## src/rtl/multi_zone_alarm_ctrl.sv

```systemverilog
// -----------------------------------------------------------------------------
// multi_zone_alarm_ctrl
//
// Purpose
//   Multi-zone tripwire alarm controller. Arms and disarms NUM_ZONES laser
//   zones with an exit (arming) delay, an entry delay, an alert timeout that
//   automatically re-arms, a wrong-code attempt limit and a lockout period.
//   It sits between the ADC/laser front ends plus the passcode checker and
//   the 7-seg / VGA / LED display blocks.
//
// Optional feature
//   ZONE_DEBOUNCE_EN : when defined, each synchronised zone input must hold a
//   new value for DEBOUNCE_CYC consecutive cycles before its debounced bit
//   follows. When undefined, zones are used raw after a 2-flop synchroniser.
//
// Ports
//   clock          in   1          system clock, rising edge
//   rst            in   1          synchronous reset, active-low
//   arm_req        in   1          1-cycle pulse: request arming
//   zone_trip      in   NUM_ZONES  1 = beam broken in that zone (level)
//   zone_enable    in   NUM_ZONES  1 = zone monitored
//   code_valid     in   1          1-cycle pulse: passcode entry complete
//   code_ok        in   1          qualifies code_valid: 1 = correct code
//   system_state   out  3          0 IDLE,1 ARMING,2 ARMED,3 TRIGGER,4 ALERT,5 LOCKOUT
//   seconds_timer  out  TIMER_W    remaining seconds in a timed state, else 0
//   tripped_zones  out  NUM_ZONES  sticky record of zones tripped this incident
//   attempts_left  out  3          remaining wrong-code allowance
//   alarm_out      out  1          1 in ALERT and LOCKOUT
//   arm_fault      out  1          1-cycle pulse: arming refused
// -----------------------------------------------------------------------------
module multi_zone_alarm_ctrl #(
    parameter int NUM_ZONES       = 4,
    parameter int CLK_HZ          = 50_000_000,
    parameter int TIMER_W         = 8,
    parameter int ARM_DELAY_S     = 10,
    parameter int ENTRY_DELAY_S   = 15,
    parameter int ALERT_TIMEOUT_S = 60,
    parameter int LOCKOUT_S       = 30,
    parameter int MAX_ATTEMPTS    = 3,
    parameter int DEBOUNCE_CYC    = 1000
) (
    input  logic                 clock,
    input  logic                 rst,
    input  logic                 arm_req,
    input  logic [NUM_ZONES-1:0] zone_trip,
    input  logic [NUM_ZONES-1:0] zone_enable,
    input  logic                 code_valid,
    input  logic                 code_ok,
    output logic [2:0]           system_state,
    output logic [TIMER_W-1:0]   seconds_timer,
    output logic [NUM_ZONES-1:0] tripped_zones,
    output logic [2:0]           attempts_left,
    output logic                 alarm_out,
    output logic                 arm_fault
);

    typedef enum logic [2:0] {
        S_IDLE    = 3'd0,
        S_ARMING  = 3'd1,
        S_ARMED   = 3'd2,
        S_TRIGGER = 3'd3,
        S_ALERT   = 3'd4,
        S_LOCKOUT = 3'd5
    } state_t;

    localparam int                 PRE_W   = (CLK_HZ > 1) ? $clog2(CLK_HZ) : 1;
    localparam logic [PRE_W-1:0]   PRE_MAX = PRE_W'(CLK_HZ - 1);
    localparam logic [2:0]         ATT_MAX = 3'(MAX_ATTEMPTS);
    localparam logic [TIMER_W-1:0] T_ARM   = TIMER_W'(ARM_DELAY_S);
    localparam logic [TIMER_W-1:0] T_ENTRY = TIMER_W'(ENTRY_DELAY_S);
    localparam logic [TIMER_W-1:0] T_ALERT = TIMER_W'(ALERT_TIMEOUT_S);
    localparam logic [TIMER_W-1:0] T_LOCK  = TIMER_W'(LOCKOUT_S);
    localparam logic [TIMER_W-1:0] T_ONE   = TIMER_W'(1);

    // ---------------------------------------------------------------------
    // Zone input conditioning: 2-flop synchroniser (p0 -> p1)
    // ---------------------------------------------------------------------
    logic [NUM_ZONES-1:0] zone_sync_p0;
    logic [NUM_ZONES-1:0] zone_sync_p1;
    logic [NUM_ZONES-1:0] zone_db;
    logic [NUM_ZONES-1:0] act;

    always_ff @(posedge clock) begin
        if (!rst) begin
            zone_sync_p0 <= '0;
            zone_sync_p1 <= '0;
        end else begin
            zone_sync_p0 <= zone_trip;
            zone_sync_p1 <= zone_sync_p0;
        end
    end

`ifdef ZONE_DEBOUNCE_EN
    localparam int               DEB_W    = $clog2(DEBOUNCE_CYC + 1);
    localparam logic [DEB_W-1:0] DEB_LAST = DEB_W'(DEBOUNCE_CYC - 1);

    logic [DEB_W-1:0] deb_cnt [NUM_ZONES];

    // The counter only runs while the synchronised input disagrees with the
    // debounced bit; any return to agreement restarts the count.
    always_ff @(posedge clock) begin
        if (!rst) begin
            zone_db <= '0;
            for (int z = 0; z < NUM_ZONES; z++) begin
                deb_cnt[z] <= '0;
            end
        end else begin
            for (int z = 0; z < NUM_ZONES; z++) begin
                if (zone_sync_p1[z] != zone_db[z]) begin
                    if (deb_cnt[z] == DEB_LAST) begin
                        zone_db[z] <= zone_sync_p1[z];
                        deb_cnt[z] <= '0;
                    end else begin
                        deb_cnt[z] <= deb_cnt[z] + 1'b1;
                    end
                end else begin
                    deb_cnt[z] <= '0;
                end
            end
        end
    end
`else
    assign zone_db = zone_sync_p1;
`endif

    assign act = zone_db & zone_enable;

    // ---------------------------------------------------------------------
    // Control state
    // ---------------------------------------------------------------------
    state_t               state_q, state_nx;
    logic [PRE_W-1:0]     presc_q, presc_nx;
    logic [TIMER_W-1:0]   timer_q, timer_nx;
    logic [NUM_ZONES-1:0] tripped_q, tripped_nx;
    logic [2:0]           attempts_q, attempts_nx;
    logic                 alarm_q, alarm_nx;
    logic                 arm_fault_q, arm_fault_nx;

    logic       tick;
    logic       expiry;
    logic       code_good;
    logic       code_bad;
    logic [2:0] att_dec;

    assign tick      = (presc_q == PRE_MAX);
    // Timed states count N..1, so the last second ends on a tick at 1.
    assign expiry    = tick && (timer_q == T_ONE);
    assign code_good = code_valid && code_ok;
    assign code_bad  = code_valid && !code_ok;
    assign att_dec   = (attempts_q == 3'd0) ? 3'd0 : attempts_q - 3'd1;

    // State register
    always_ff @(posedge clock) begin
        if (!rst) begin
            state_q     <= S_IDLE;
            presc_q     <= '0;
            timer_q     <= '0;
            tripped_q   <= '0;
            attempts_q  <= ATT_MAX;
            alarm_q     <= 1'b0;
            arm_fault_q <= 1'b0;
        end else begin
            state_q     <= state_nx;
            presc_q     <= presc_nx;
            timer_q     <= timer_nx;
            tripped_q   <= tripped_nx;
            attempts_q  <= attempts_nx;
            alarm_q     <= alarm_nx;
            arm_fault_q <= arm_fault_nx;
        end
    end

    // Next-state logic. Code events are tested before expiry and zone
    // activity so they win any same-cycle collision.
    always_comb begin
        state_nx    = state_q;
        tripped_nx  = tripped_q;
        attempts_nx = attempts_q;
        presc_nx    = presc_q;
        timer_nx    = timer_q;

        case (state_q)
            S_IDLE: begin
                if (arm_req && (act == '0)) begin
                    state_nx = S_ARMING;
                end
            end
            S_ARMING: begin
                if (code_good) begin
                    state_nx = S_IDLE;
                end else if (expiry) begin
                    state_nx = S_ARMED;
                end
            end
            S_ARMED: begin
                if (code_good) begin
                    state_nx = S_IDLE;
                end else if (act != '0) begin
                    state_nx    = S_TRIGGER;
                    tripped_nx  = tripped_q | act;
                    attempts_nx = ATT_MAX;
                end
            end
            S_TRIGGER: begin
                tripped_nx = tripped_q | act;
                if (code_good) begin
                    state_nx = S_IDLE;
                end else if (code_bad) begin
                    attempts_nx = att_dec;
                    if (att_dec == 3'd0) begin
                        state_nx = S_ALERT;
                    end
                end else if (expiry) begin
                    state_nx = S_ALERT;
                end
            end
            S_ALERT: begin
                tripped_nx = tripped_q | act;
                if (code_good) begin
                    state_nx = S_IDLE;
                end else if (code_bad) begin
                    attempts_nx = att_dec;
                    if (att_dec == 3'd0) begin
                        state_nx = S_LOCKOUT;
                    end
                end else if (expiry) begin
                    // Silence and re-arm; the incident record is kept.
                    state_nx    = S_ARMED;
                    attempts_nx = ATT_MAX;
                end
            end
            S_LOCKOUT: begin
                tripped_nx = tripped_q | act;
                if (expiry) begin
                    state_nx    = S_ALERT;
                    attempts_nx = ATT_MAX;
                end
            end
            default: begin
                state_nx = S_IDLE;
            end
        endcase

        if (state_nx == S_IDLE) begin
            tripped_nx  = '0;
            attempts_nx = ATT_MAX;
        end

        // Restarting the prescaler on every state change makes the first
        // decrement land exactly CLK_HZ cycles after entry.
        if (state_nx != state_q) begin
            presc_nx = '0;
            case (state_nx)
                S_ARMING:  timer_nx = T_ARM;
                S_TRIGGER: timer_nx = T_ENTRY;
                S_ALERT:   timer_nx = T_ALERT;
                S_LOCKOUT: timer_nx = T_LOCK;
                default:   timer_nx = '0;
            endcase
        end else begin
            presc_nx = tick ? '0 : presc_q + 1'b1;
            if (tick && (timer_q != '0)) begin
                timer_nx = timer_q - T_ONE;
            end
        end
    end

    // Output logic (registered in the state register process)
    always_comb begin
        alarm_nx     = (state_nx == S_ALERT) || (state_nx == S_LOCKOUT);
        arm_fault_nx = (state_q == S_IDLE) && arm_req && (act != '0);
    end

    assign system_state  = state_q;
    assign seconds_timer = timer_q;
    assign tripped_zones = tripped_q;
    assign attempts_left = attempts_q;
    assign alarm_out     = alarm_q;
    assign arm_fault     = arm_fault_q;

endmodule

```

## config.mk

```make
export PLATFORM = sky130hd
export DESIGN_NAME = multi_zone_alarm_ctrl
export DESIGN_NICKNAME = d
export VERILOG_FILES = /design/src/rtl/multi_zone_alarm_ctrl.sv
export SDC_FILE = /design/constraint.sdc
export NUM_CORES = 1
export LEC_CHECK = 0
export ABC_CLOCK_PERIOD_IN_PS = 2200
export BUFFER_PORTS_ARGS = -buffer_cell sky130_fd_sc_hd__buf_2
export CORE_MARGIN = 4
export CORE_UTILIZATION = 40
export CTS_CLUSTER_SIZE = 20
export DETAILED_ROUTE_END_ITERATION = 16
export HOLD_SLACK_MARGIN = 0.12
export PLACE_DENSITY_LB_ADDON = 0.08
export SYNTH_ARGS = -nofsm -noshare
export SYNTH_HDL_FRONTEND = slang
export SYNTH_SLANG_ARGS = --single-unit
```

## constraint.sdc

```tcl
create_clock -name clock -period 2.2 [get_ports clock]
set_clock_uncertainty 0.1 [all_clocks]
set_input_delay 0.44 -clock clock [delete_from_list [all_inputs] [get_ports clock]]
set_output_delay 0.44 -clock clock [all_outputs]
set_load 0.01 [all_outputs]
```

# After elaboration in Yosys (flattened, before gate mapping)
# Index checks and enable logic that the tools add are counted.
[classes]
addsub = 3
eq_ne = 17
muxes = 28
bitwise = 3
reduce_logical = 24
[op_table]
columns = ["cell", "count"]
rows = [
  ["2-to-1 mux 3 bit", 20],
  ["adder 26 x 1 -> 26 bit (second input constant)", 1],
  ["equality test 26 bit (second input constant)", 1],
  ["case mux 6 bit (4 select lines)", 1],
  ["case mux 3 bit (6 select lines)", 1],
  ["2-to-1 mux 8 bit", 2],
  ["equality test 3 bit (second input constant)", 4],
  ["logical NOT 3 bit", 4],
  ["case mux 3 bit (4 select lines)", 1],
  ["!= test 2 bit (second input constant)", 5],
  ["equality test 3 x 2 -> 1 bit (second input constant)", 3],
  ["equality test 8 x 1 -> 1 bit (second input constant)", 1],
  ["2-to-1 mux 4 bit", 2],
  ["case mux 4 bit (2 select lines)", 1],
  ["nonzero test 4 bit", 2],
  ["nonzero test 8 bit", 1],
  ["subtractor 8 x 1 -> 8 bit (second input constant)", 1],
  ["logical AND 1 bit", 7],
  ["equality test 3 x 1 -> 1 bit (second input constant)", 2],
  ["AND reduction 6 bit", 1],
  ["OR reduction 3 bit", 2],
  ["AND 4 bit", 1],
  ["logical NOT 4 bit", 1],
  ["bitwise OR 4 bit", 1],
  ["other kinds (8)", 9],
]
[word_totals]
reg_bits = 54
inputBits = 13
elab_cells = 84

# Logic depth before layout (Yosys ltp)
# Gate-level depths: netlist of the first run.
[depth]
ltp_word = 10
ltp_mapped = 12

# Least setup slack after synthesis of the first run
# Ideal clock, no wire load.
[synth_timing]
path_kind = "register to register"
start = "register timer_q[2], in the netlist seconds_timer[2]"
end = "register timer_q[1], in the netlist seconds_timer[1]"
setup_time_ps = 120
arrival_ps = 2182
setup_slack_ps = -202
path_stages_with_launch = 9
path_buffers = 1
period_less_slack_ps = 2402
path_cell_list = "dfxtp_1 > nor4_4 > nand3_4 > nor4_4 > nor2_2 > o32ai_2 > buf_4 > a211oi_1 > o31a_1"
[synth_between]
elab_chain_len = 9
elab_cells_between_ends = 20
classes_between = "eq/ne (6); mux (10); reduce/logical (4)"
[synth_rtl]
columns = ["element", "line", "text"]
rows = [
  ["start, declared", "133", "logic [TIMER_W-1:0] timer_q, timer_nx;"],
  ["start signal, assigned", "165", "timer_q <= timer_nx;"],
  ["equality test 8 x 1 -> 1 bit", "147", "assign expiry = tick && (timer_q == T_ONE);"],
  ["logical AND 1 bit", "147", ""],
  ["2-to-1 mux 3 bit, on equally long branches", "--", ""],
  ["2-to-1 mux 3 bit, on equally long branches", "221, 208", ""],
  ["2-to-1 mux 3 bit, on equally long branches", "219, 206", ""],
  ["case mux 3 bit (6 select lines)", "182", "case (state_q)"],
  ["equality test 3 bit (tied with other cells)", "253", "case (state_nx)"],
  ["case mux 6 bit (4 select lines)", "253", ""],
  ["2-to-1 mux 8 bit", "251", "if (state_nx != state_q) begin"],
]
# Several ways; a longest one is shown, not always the timed one.
# A chain may end at the register's enable or synchronous reset.

# Worst setup path in the final report of the first run
[layout_timing]
start = "register presc_q[10]"
end = "register tripped_q[1], in the netlist tripped_zones[1]"
[layout_between]
elab_chain_len = 8
elab_cells_between_ends = 12
classes_between = "eq/ne (1); mux (8); reduce/logical (3)"
[layout_rtl]
columns = ["element", "line", "text"]
rows = [
  ["start, declared", "132", "logic [PRE_W-1:0] presc_q, presc_nx;"],
  ["start signal, assigned", "164", "presc_q <= presc_nx;"],
  ["equality test 26 bit (*)", "145", "assign tick = (presc_q == PRE_MAX);"],
  ["logical AND 1 bit (*)", "147", ""],
  ["2-to-1 mux 3 bit, on equally long branches", "--", ""],
  ["2-to-1 mux 3 bit, on equally long branches", "221, 208", ""],
  ["2-to-1 mux 3 bit, on equally long branches", "219, 206", ""],
  ["case mux 3 bit (6 select lines) (*)", "182", ""],
  ["logical NOT 3 bit (*)", "244", "if (state_nx == S_IDLE) begin"],
  ["OR reduction 2 bit (no line) (*)", "--", ""],
  ["end signal, assigned", "166", "tripped_q <= tripped_nx;"],
  ["end, declared", "134", "logic [NUM_ZONES-1:0] tripped_q, tripped_nx;"],
]
# Every way passes the cells marked *; elsewhere a longest branch is shown, timed or not.

==> impl_metrics.json, run 1 <==
{
  "clock_latency_ps": 300,
  "grt_pass1_vias": 2715,
  "firstDrtPassIters": 4,
  "power_frac_comb_pct": 21.3,
  "die_x_um": 91.7,
  "min_period_over_period_pct": 108,
  "yosys-top-cells-area": "dfxtp_1 (39%), nor2_1 (6.7%), xor2_1 (5.0%), xnor2_1 (4.1%), and2_1 (2.7%)",
  "grt_first_pass_wirelength_um": 12300,
  "hold_violations": 0,
  "worstMarginPinSlew_ps": 530,
  "start_util_pct": 41.2,
  "gp_congestion": 0.857,
  "ant_nets": 0,
  "p_int_w": 0.00144,
  "violations": "negative setup slack",
  "synth_edf_count": 0,
  "wl_per_cell_um": 13.9,
  "critPathSlowestCell": "or3_4",
  "critical_path_arrival_ps": 2460,
  "crit_family": "simple AND/OR/NAND/NOR gates",
  "h-tree-depth": 2,
  "path_class": "flop to flop",
  "worst_setup_path_end_kind": "flop",
  "layout.cells.non_filler": 551,
  "ys_seq_elements": 54,
  "synth.top_cell.area_share_pct": 38.6,
  "dieHeight_um": 91.7,
  "syn_area_um2": 2800,
  "pwr-share-seq_pct": 51.8,
  "finalSetupViolations": 41,
  "area_growth_pct": 53.9,
  "fin_crit_ps": 2370,
  "cts.sinks": 54,
  "clkPwrFrac_pct": 26.9,
  "drt_iter0_markers": 109,
  "synth_ff_type": "dfxtp_1",
  "grt_max_degree": 27,
  "n_antenna_cell": 0,
  "antenna_found_initial": 0,
  "yosysUniqueCellTypes": 58,
  "peakVddDrop_mv": 0.325,
  "yosys_warnings": 0,
  "fin_ws_ps": -165,
  "syn_nets": 341,
  "multi_input_area_um2": 1930,
  "root_buffer": "clkbuf_8",
  "synth_commonest_cells": "dfxtp_1 (54), nor2_1 (50), nand2_1 (17)",
  "core_area_um2": 6790,
  "stdcell_area_um2": 4310,
  "crit_chain": "nor4b_4, nand4_1, buf_4, nor4_4, nor2_2, or3_4, a2111oi_4, buf_4, nor3_1",
  "cts.path.max_buffers": 2,
  "rsz0062_at_grt": "true",
  "vias_per_cell": 5.10,
  "fillers": 582,
  "dp_cells": 527,
  "port-buffer-count": 32,
  "drv_cap": 0,
  "cts.clk_slew.worst_paths_ps": 90,
  "clock.fmax_mhz": 423,
  "numCtsBuffers": 5,
  "layout-drive-gt1-share_pct": 48.1,
  "yosysMostFrequentCell": "dfxtp_1",
  "die-area_um2": 8400,
  "nets": 474,
  "status": "complete, but fails checks",
  "cellLeakagePower_nw": 1.77,
  "drc": 0,
  "grt_overflow": 0,
  "place_ws_ps": -286,
  "place_area_um2": 3770,
  "grtUsageTotal_pct": 17.6,
  "sw_frac_of_total_pct": 27.3,
  "num_rows": 30,
  "ys_seq_area_share_pct": 38.6,
  "ys_async_sr_fraction_pct": 0,
  "rrSetupSlack_ps": -170,
  "cts_tree": "done",
  "crit_top_cell": "buf_4",
  "regArea_um2": 1090,
  "final_max_slew_viol_count": 0,
  "path_max_fanout": 4,
  "cellPowerDensity_nw_per_um2": 458,
  "slew_headroom_pct": 64.6,
  "critPathBufInv": 2,
  "p_switching_w": 0.000539,
  "max_stage_delay_ps": 390,
  "dp_hpwl_um": 5390,
  "crit_required_ps": 2290,
  "avgSynthCellArea_um2": 8.69,
  "wirelength_um": 7680,
  "syn_inst": 322,
  "ios": 33,
  "hold_class": "primary input to flop",
  "hold_ws_ps": 233,
  "vias": 2810,
  "cp-start-kind": "flop",
  "yosys.area.top_type": "dfxtp_1"
}
-- worst register-to-register path, delay by kind of cell (launching register included) --
family                 cells  cell delay (ps)
AO/OA/AOI/OAI              1              230
flip-flops                 1              340
buffers and inverters      2              360
AND/OR/NAND/NOR            6             1240
-- metal layers --
layer / share of wire (%) / GRT usage (%) / vias up
met5: 0 / 0 / -
met4: 0.77 / 4.40 / 0
met3: 3.6 / 3.69 / 8
met2: 47 / 27.8 / 51
met1: 49 / 24.5 / 1330
li1: - / - / 1421
-- metrics by stage --
stage | util, % | power [W] | setup TNS (ps)
3_5_place_dp | 55.4 | 0.00138 | -5710
2_1_floorplan | - | 0.00123 | -1110
5_1_grt | 63.4 | 0.00207 | -10060
6_report | 63.4 | 0.00197 | -4860
4_1_cts | 59.3 | 0.00193 | -1570
3_3_place_gp | 55.4 | 0.00137 | -4650
-- state kept, by name (all words and copies together) (netlist names) --
register and flops:
alarm_out 1, arm_fault 1, attempts_left 3, presc_q 26
seconds_timer 8, system_state 3, tripped_zones 4, zone_db 4
zone_sync_p0 4
-- area by class of cell --
type	count	area share, %
sequential	54	25.3
clock buffer	6	1.68
multi-input combinational	244	44.7
inverter	10	0.871
clock inverter	1	0.174
timing repair buffer	140	24.5
tap	96	2.79
-- layout by cell type, fill, tap and decap left out, drive strengths merged, types with 4 or more instances in the layout --
master	count
nor2	51
a21oi	9
and3	9
a22oi	4
clkbuf	8
nor4b	4
nand3	14
o21ai	8
o21a	5
nor4	6
o31ai	4
nor3	9
nand2	17
dfxtp	54
buf	138
nand2b	5
inv	9
a31oi	5
ha	6
nand4	7
xor2	16
and2	12
xnor2	13
-- final timing paths --
check	start	to	cells after the start
min	zone_trip[2]	zone_sync_p0[2]$_SDFF_PN0_	2
max reg2reg	presc_q[10]$_SDFF_PP0_	tripped_zones[1]$_SDFFE_PP0P_	9
min reg2reg	zone_sync_p0[1]$_SDFF_PN0_	zone_db[1]$_SDFF_PN0_	1
max	presc_q[10]$_SDFF_PP0_	tripped_zones[1]$_SDFFE_PP0P_	9
-- power by group through the flow --
stage	registers [W]	logic [W]	clock network [W]
after floorplan	0.00106	0.000172	0
after global placement	0.00104	0.000325	0
after detailed placement	0.00104	0.000330	0
after CTS	0.00102	0.000348	0.000555
after global routing	0.00102	0.000456	0.000592
final	0.00102	0.000422	0.000531
-- cells by family (layout without fill, tap and decap cells) --
logic type	Yosys count	count (layout)	share of synthesized area [%]
AO/OA/AOI/OAI	58	58	15.5
XOR/XNOR	29	29	9.07
adder cells (fa/ha/maj)	6	6	2.68
buffers and inverters	24	157	3.75
flip-flops	54	54	38.6
AND/OR/NAND/NOR	151	151	30.4
-- timing repair --
action,4_1_cts,5_1_grt
gates cloned,0,3
endpoints found under the setup margin,43,45
setup buffers,11,4
gates resized for setup,24,49
pin swaps,11,24
hold buffers,0,0
Power figures use the tool's default switching activity.
==> run 2: changes to the inputs <==
--- a/config.mk
+++ b/config.mk
@@ -7,7 +7,8 @@
 export LEC_CHECK = 0
 export ABC_CLOCK_PERIOD_IN_PS = 2200
 export BUFFER_PORTS_ARGS = -buffer_cell sky130_fd_sc_hd__buf_2
-export CORE_MARGIN = 4
+export CAP_MARGIN = 15
+export CORE_MARGIN = 3
 export CORE_UTILIZATION = 40
 export CTS_CLUSTER_SIZE = 20
 export DETAILED_ROUTE_END_ITERATION = 16
==> impl_metrics.json, run 2 (synthesis results as in run 1) <==
{
  "grt_overflow": 0,
  "root_buffer": "clkbuf_8",
  "finalSetupViolations": 43,
  "worst_setup_path_end_kind": "flop",
  "dieHeight_um": 89.7,
  "ant_nets": 0,
  "worstMarginPinSlew_ps": 731,
  "violations": "negative setup slack",
  "critPathSlowestCell": "dfxtp_2",
  "reg2reg_from": "attempts_left[1]$_SDFFE_PP1P_",
  "die-area_um2": 8040,
  "hold_ws_ps": 234,
  "crit_chain": "nor2_4, inv_1, ha_1, or2_1, buf_6, nor2_4, a311oi_2, o32ai_2, buf_4, a211oi_1, o31a_1",
  "grt_max_degree": 27,
  "h-tree-depth": 2,
  "fillers": 558,
  "core_area_um2": 6570,
  "peakVddDrop_mv": 0.319,
  "dp_cells": 514,
  "largest_reg_flops": 26,
  "multi_input_area_um2": 1860,
  "antenna_found_initial": 0,
  "final_util_pct": 62.6,
  "drc": 0,
  "cellPowerDensity_nw_per_um2": 503,
  "layout-drive-gt1-share_pct": 43.2,
  "rsz0062_at_grt": "true",
  "firstDrtPassIters": 4,
  "wirelength_um": 7210,
  "num_rows": 29,
  "clock.fmax_mhz": 427,
  "n_antenna_cell": 0,
  "grt_first_pass_wirelength_um": 11600,
  "cts.path.max_buffers": 2,
  "regArea_um2": 1090,
  "cts.sinks": 54,
  "fin_crit_ps": 2340,
  "final_cell_mix": "buf_4 (82), dfxtp_1 (47), buf_2 (32)",
  "dp_hpwl_um": 5210,
  "hold_violations": 0,
  "cts.clk_slew.worst_paths_ps": 100,
  "cellLeakagePower_nw": 1.67,
  "grtUsageTotal_pct": 18.2,
  "clock_latency_ps": 310,
  "holdBufCountCts": 0,
  "largest-register": "presc_q",
  "drt_iter0_markers": 144,
  "cts_tree": "done",
  "port-buffer-count": 32,
  "critPathLaunch": "attempts_left[1]$_SDFFE_PP1P_",
  "die_x_um": 89.7,
  "critical_path_arrival_ps": 2440,
  "min_period_over_period_pct": 106,
  "drv_cap": 0,
  "final_max_slew_viol_count": 0,
  "wl_per_cell_um": 13.6,
  "grt_pass1_vias": 2462,
  "crit_required_ps": 2300,
  "hold_class": "primary input to flop",
  "cp-start-kind": "flop",
  "fin_ws_ps": -140,
  "place_area_um2": 3670,
  "hold_start": "zone_trip[0]",
  "slew_headroom_pct": 51.1,
  "status": "complete, but fails checks",
  "layout_commonest_cell": "buf_4",
  "vias_per_cell": 5.01,
  "numCtsBuffers": 5,
  "path_max_fanout": 5,
  "ios": 33,
  "area_growth_pct": 47.0,
  "crit_top_cell": "nor2_4",
  "layout.cells.non_filler": 531,
  "nets": 456,
  "vias": 2659,
  "max_stage_delay_ps": 340,
  "stdcell_area_um2": 4110,
  "path_class": "flop to flop",
  "gp_congestion": 0.906,
  "start_util_pct": 42.6
}
-- run 2: cell count changes in the layout (fill, tap and decap cells not counted), sizes merged --
cell / before / now
buf: 138 / 120
bufinv: 0 / 1
clkbuf: 8 / 7
clkinv: 1 / 2
clkinvlp: 1 / 0
inv: 9 / 10
-- run 2: repair_timing --
item	CTS	global route
resized for setup	20	37
pin swaps	14	11
gates cloned	0	3
endpoints found under the setup margin	43	44
buffers inserted	5	1
-- run 2: area by class of cell --
| type | count | area share (%) |
|---|---|---|
| clock buffer | 5 | 1.67 |
| multi-input combinational | 244 | 45.1 |
| tap | 93 | 2.83 |
| timing repair buffer | 122 | 21.9 |
| sequential | 54 | 26.5 |
| clock inverter | 3 | 1.06 |
| inverter | 10 | 0.912 |
-- run 2: path summary, 6_finish.rpt --
check	endpoint	slack [ps]	cells after the start
min	zone_sync_p0[0]$_SDFF_PN0_	230	2
max reg2reg	seconds_timer[1]$_SDFFE_PN0P_	-140	11
max	seconds_timer[1]$_SDFFE_PN0P_	-140	11
min reg2reg	zone_db[1]$_SDFF_PN0_	340	1
-- run 2: where the power goes --
| group | switching, W | leakage, nW | internal, W |
|---|---|---|---|
| clock | 0.000328 | 0.0585 | 0.000341 |
| sequential | 0.0000182 | 0.440 | 0.00100 |
| combinational | 0.000192 | 1.17 | 0.000189 |
-- run 2: worst max-delay path, delay by kind of cell, from the launching register on --
kind	cells	cell delay, ps
AOI/OAI and AO/OA	4	790
and+or+nand+nor	3	430
buffers and inverters	3	380
DFF	1	340
adders and majority gates	1	180
-- run 2: metrics by stage --
stage	worst slack (ps)	power (W)	setup TNS, ps
after floorplan	-125	0.00123	-1110
after global placement	-229	0.00136	-6000
after detailed placement	-233	0.00136	-5970
after CTS	-144	0.00206	-2230
after global routing	-276	0.00217	-8990
final	-140	0.00207	-3490
-- run 2: metal layers --
layer	vias to the layer above	routed length, um	global-route usage, %
li1	1375	-	-
met1	1224	3640	27.2
met5	-	0	0
met2	53	3220	27.3
met3	7	268	2.65
met4	0	85	5.01
